[config.mk]
export PLATFORM = sky130hd
export DESIGN_NAME = serial_tx_piso
export DESIGN_NICKNAME = d
export VERILOG_FILES = /design/src/rtl/serial_tx_piso_pkg.sv /design/src/rtl/serial_tx_piso.sv
export SDC_FILE = /design/constraint.sdc
export NUM_CORES = 1
export LEC_CHECK = 0
export ABC_AREA = 1
export CORE_AREA = 2 2 39 41
export DETAILED_ROUTE_END_ITERATION = 16
export DIE_AREA = 0 0 41 43
export GPL_TIMING_DRIVEN = 1
export PLACE_DENSITY = 0.68
export SYNTH_ARGS = -nofsm -noshare
export SYNTH_HDL_FRONTEND = slang
export SYNTH_SLANG_ARGS = --single-unit
[constraint.sdc]
create_clock -name Ck -period 1.3 [get_ports Ck]
set_clock_uncertainty 0.15 [all_clocks]
set_input_delay 0.39 -clock Ck [delete_from_list [all_inputs] [get_ports Ck]]
set_output_delay 0.39 -clock Ck [all_outputs]
set_load 0.01 [all_outputs]
[src/rtl/serial_tx_piso_pkg.sv]
`default_nettype none
// ============================================================================
//  serial_tx_piso_pkg
//  Shared state encodings and default word width for the serial PISO sender.
//  Revision: 1.0
// ============================================================================
package serial_tx_piso_pkg;

   localparam int unsigned WIDTH_DEFAULT = 4;

   typedef enum logic [1:0] {
      ST_IDLE  = 2'b00,
      ST_SHIFT = 2'b01,
      ST_DONE  = 2'b10
   } state_e;

endpackage
`default_nettype wire

[src/rtl/serial_tx_piso.sv]
`default_nettype none
// ============================================================================
//  serial_tx_piso
//  Parallel-in serial-out sender, LSB first, paced by Enable, with Done pulse.
//  Revision: 1.0
// ============================================================================
module serial_tx_piso
   import serial_tx_piso_pkg::*;
#(
   parameter int unsigned WIDTH = WIDTH_DEFAULT
) (
   input  logic             Ck,
   input  logic             Reset,
   input  logic             Load,
   input  logic [WIDTH-1:0] D,
   input  logic             Enable,
   output logic             SO,
   output logic             SOValid,
   output logic             Busy,
   output logic             Done
);

   localparam int unsigned     CNT_W    = (WIDTH > 1) ? $clog2(WIDTH) : 1;
   localparam logic [CNT_W-1:0] LAST_CNT = CNT_W'(WIDTH - 1);

   state_e           state_q, state_d;
   logic [WIDTH-1:0] shreg_q, shreg_d;
   logic [CNT_W-1:0] cnt_q,   cnt_d;
   logic             so_q,    busy_q, done_q;

   always_comb begin
      state_d = state_q;
      shreg_d = shreg_q;
      cnt_d   = cnt_q;
      case (state_q)
         ST_IDLE, ST_DONE: begin
            if (Load) begin
               shreg_d = D;
               cnt_d   = '0;
               state_d = ST_SHIFT;
            end else begin
               state_d = ST_IDLE;
            end
         end
         ST_SHIFT: begin
            if (Enable) begin
               shreg_d = {1'b0, shreg_q[WIDTH-1:1]};
               // Wrap to zero on the last bit so the counter never exceeds WIDTH-1.
               if (cnt_q == LAST_CNT) begin
                  cnt_d   = '0;
                  state_d = ST_DONE;
               end else begin
                  cnt_d = cnt_q + CNT_W'(1);
               end
            end
         end
         default: state_d = ST_IDLE;
      endcase
   end

   // Outputs are registered from the next-state so they line up with state_q.
   always_ff @(posedge Ck) begin
      if (Reset) begin
         state_q <= ST_IDLE;
         shreg_q <= '0;
         cnt_q   <= '0;
         so_q    <= 1'b0;
         busy_q  <= 1'b0;
         done_q  <= 1'b0;
      end else begin
         state_q <= state_d;
         shreg_q <= shreg_d;
         cnt_q   <= cnt_d;
         so_q    <= (state_d == ST_SHIFT) ? shreg_d[0] : 1'b0;
         busy_q  <= (state_d == ST_SHIFT);
         done_q  <= (state_d == ST_DONE);
      end
   end

   assign SO      = so_q;
   assign Busy    = busy_q;
   assign Done    = done_q;
   assign SOValid = busy_q & Enable;

endmodule
`default_nettype wire

==> parameters.txt <==
Parameter                              Value

Floorplanning
  Die outline area ... 1760 um2
  Starting utilization of the core area ... 0.357
  Die width ... 41 um
  Row Count ... 14
  Top Ports ... 12
  Die outline height ... 43 um
  Core Footprint ... 1380 um2

Pwr
  Worst vdd ir ... 0.000700 V
  Sequential group share of total power ... 0.498
  Total net switching power ... 0.000203 W
  Total power ... 0.000749 W
  Leakage Power ... 0.345 nW
  Gate power share ... 0.188
  Clock network fraction of total power ... 0.313
  Internal Dissipation ... 0.000546 W
  Switching share of total power ... 0.271
  Ratio of total power to cell area ... 1100 nW/um2

Finish
  Area used by sequential logic in the layout ... 221 um2
  Layout filler cell count ... 152
  Share of final-layout standard cells stronger than drive strength 1 ... 0.231
  Total number of nets in the final design ... 101
  Finished Layout Cells ... 107
  Diodes inserted ... 0
  Area of the multi-input gates ... 231 um2
  Area Overhead vs Synth ... 37.5%

Timing
  Unrepaired setup endpoints after global routing ... yes
  Min Clock Period, post-route ... 1.33 ns
  Highest attainable clock frequency ... 751 MHz
  Max-slew headroom ... 0.860
  Number of pins exceeding their max-slew limit in the final report ... 0
  Portion of the clock cycle consumed by the worst path in the final layout ... 1.02
  Worst setup margin ... -0.0311 ns
  Final setup violation count ... 1
  Final TNS setup ... -0.0311 ns
  Measured slew at the worst slew-check pin ... 0.210 ns
  Count of final hold-check violations ... 0

Clocking
  Insertion delay to the later sink of the worst-skew pair ... 0.27 ns
  H-tree level count ... 1
  Number of buffers on the longest clock path ... 2
  Root buffer cell ... clkbuf_4
  Clock-pin slew reported for the worst setup and hold paths after clock tree synthesis ... 0.07 ns
  Number of clock buffers inserted by TritonCTS ... 3
  Cts-stage hold buffer count ... 0
  CTS tree ... yes
  Number of clock sinks ... 11

Routing
  First-pass iteration count of the detailed router ... 4
  ANT nets after route ... 0
  Metal1 wirelength ... 478 um
  Post-DR vias/cell ... 4.51
  Met3 WL ... 46 um
  Via count of the routed design ... 483
  Post-Route WL ... 1030 um
  First DRT Iteration DRCs ... 5
  Detailed-routed wire length on met2 ... 459 um
  DRC viols ... 0
  Per-cell routed wire length ... 9.62 um
  Top Metal Used ... met4

Worst setup path
  End of the worst register-to-register path ... SO
  Depth of the worst register-to-register path ... 7
  Largest delay contributor family on the critical path ... flip-flops
  Startpoint Class ... register
  Setup slack of the most critical reg-to-reg path ... 0.11 ns
  CP Data Required Time ... 0.76 ns
  Cell-by-cell listing of the critical path ... nand2_1 -> inv_1 -> buf_2
  Critical path buffer and inverter count ... 2
  Highest net fanout along the worst path ... 2
  Classification of the worst setup path ... reg2out
  Critical Path Stages ... 3
  Biggest cell delay along the critical path ... 0.32 ns
  Critical-path top delay cell ... dfxtp_2
  Element type at the critical path end ... output port
  Arrival time of data at the critical path endpoint ... 0.79 ns
  Reg2reg start ... state_q[0]

Synth
  Synthesized area ... 494 um2
  Yosys warns ... 0
  Syn Nets ... 80
  Mapped Cells ... 71
  Most used flip-flop cell after synthesis ... dfxtp_1
  Proportion of netlist area held by the largest area contributor ... 0.446
  Post-synth top cells ... nand2_1, dfxtp_1, inv_1, nor2_1, nand3_1
  Top cells by area, synth ... dfxtp_1, nand2_1, inv_1, nor2_1, nand3_1
  Most area-hungry cell type in the Yosys netlist ... dfxtp_1
  Top-count cell post-synth ... nand2_1
  Proportion of register bits with asynchronous set or reset after synthesis ... 0
  Netlist cell types ... 15
  Flop and latch count out of synthesis ... 11
  Mean area per synthesized cell ... 6.96 um2
  Number of flops mapped to enable cells by yosys ... 0
  Portion of the post-synthesis area used by sequential elements ... 0.446

Min path
  Class of the worst hold path ... reg2reg
  Startpoint of the lowest-slack hold path ... shreg_q[2]
  Hold depth ... 2
  Worst Hold End ... shreg_q[2]

Status
  Run status ... finished, violations left
  Violated checks ... setup timing

Global routing
  Number of global-route vias before repair ... 446
  Overall overflow remaining after global route ... 0
  Pin count of the biggest net entering global routing ... 7
  Global-route wire length before repair ... 1660 um
  Aggregate global-route resource usage ... 0.143
  Initial antenna violation count ... 0

Place
  Port Buffers ... 11
  Post-detailed-placement half-perimeter wirelength ... 755 um
  Routability-driven placement congestion ratio ... 0.700
  Number of placed instances with taps included ... 101

Flow run
  Max-cap viol count ... 0
power groups by stage:
stage          Combinational, W  Clock (W)  Sequential, W
2_1_floorplan         0.0000771          0       0.000380
3_3_place_gp           0.000138          0       0.000380
3_5_place_dp           0.000140          0       0.000381
4_1_cts                0.000141   0.000238       0.000373
5_1_grt                0.000159   0.000257       0.000377
6_report               0.000141   0.000235       0.000373
worst register-to-register path: stages (launching register included):
cell and delay, ns:
dfxtp_1 0.42, inv_2 0.09, nand2_4 0.11, inv_1 0.06, nand2_1 0.06, nand3_1 0.09, nand2_1 0.07, inv_1 0.04
layer usage:
metal,GRT usage,vias up
li1,-,259
met1,0.173,210
met2,0.203,10
met3,0.0157,4
met4,0.140,0
met5,0,-
flip-flops by register name, indices dropped and copies added, names as in the netlist:
register / count
Busy: 1
state_q: 2
shreg_q: 4
SO: 1
cnt_q: 2
Done: 1
stage by stage:
stage	hold slack (ns)	area [um2]	utilization	worst slack (ns)
final	0.329	679	0.491	-0.0311
after global routing	0.361	679	0.491	-0.0826
after detailed placement	0.319	651	0.470	-0.723
after floorplan	0.310	494	-	0.205
after global placement	0.314	651	0.470	-0.732
after CTS	0.329	674	0.487	-0.0360
cell usage in the layout (no fill, tap or decap), types with 3 or more instances in the layout:
master	instances
nand2_1	18
dfxtp_1	10
inv_1	10
nor2_1	10
nand3_1	7
buf_4	6
clkdlybuf4s50_1	5
a21oi_1	4
buf_2	4
clkbuf_4	3
worst max-delay path by stage:
stage                to  startpoint
2_1_floorplan  cnt_q[1]       Reset
3_3_place_gp    SOValid      Enable
3_5_place_dp    SOValid      Enable
4_1_cts         SOValid        Busy
5_1_grt         SOValid        Busy
6_report        SOValid        Busy
final cells by class:
type | instances | share of cell area
sequential | 11 | 0.326
tap | 16 | 0.0295
timing repair buffer | 17 | 0.204
clock buffer | 4 | 0.0387
multi-input combinational | 48 | 0.341
inverter | 11 | 0.0608
logic make-up after synthesis:
family / Yosys count / synth area share
AND/OR/NAND/NOR: 41 / 0.370
buffers and inverters: 12 / 0.0911
flip-flops: 11 / 0.446
AO/OA/AOI/OAI: 6 / 0.0683
adder cells (fa/ha/maj): 1 / 0.0253
what timing repair did:
item | in CTS | in global routing
pin swaps | 2 | 0
endpoints found under the setup margin | 11 | 7
buffers inserted | 2 | 0
gates resized for setup | 21 | 2
(Power assumes the default switching activity.)
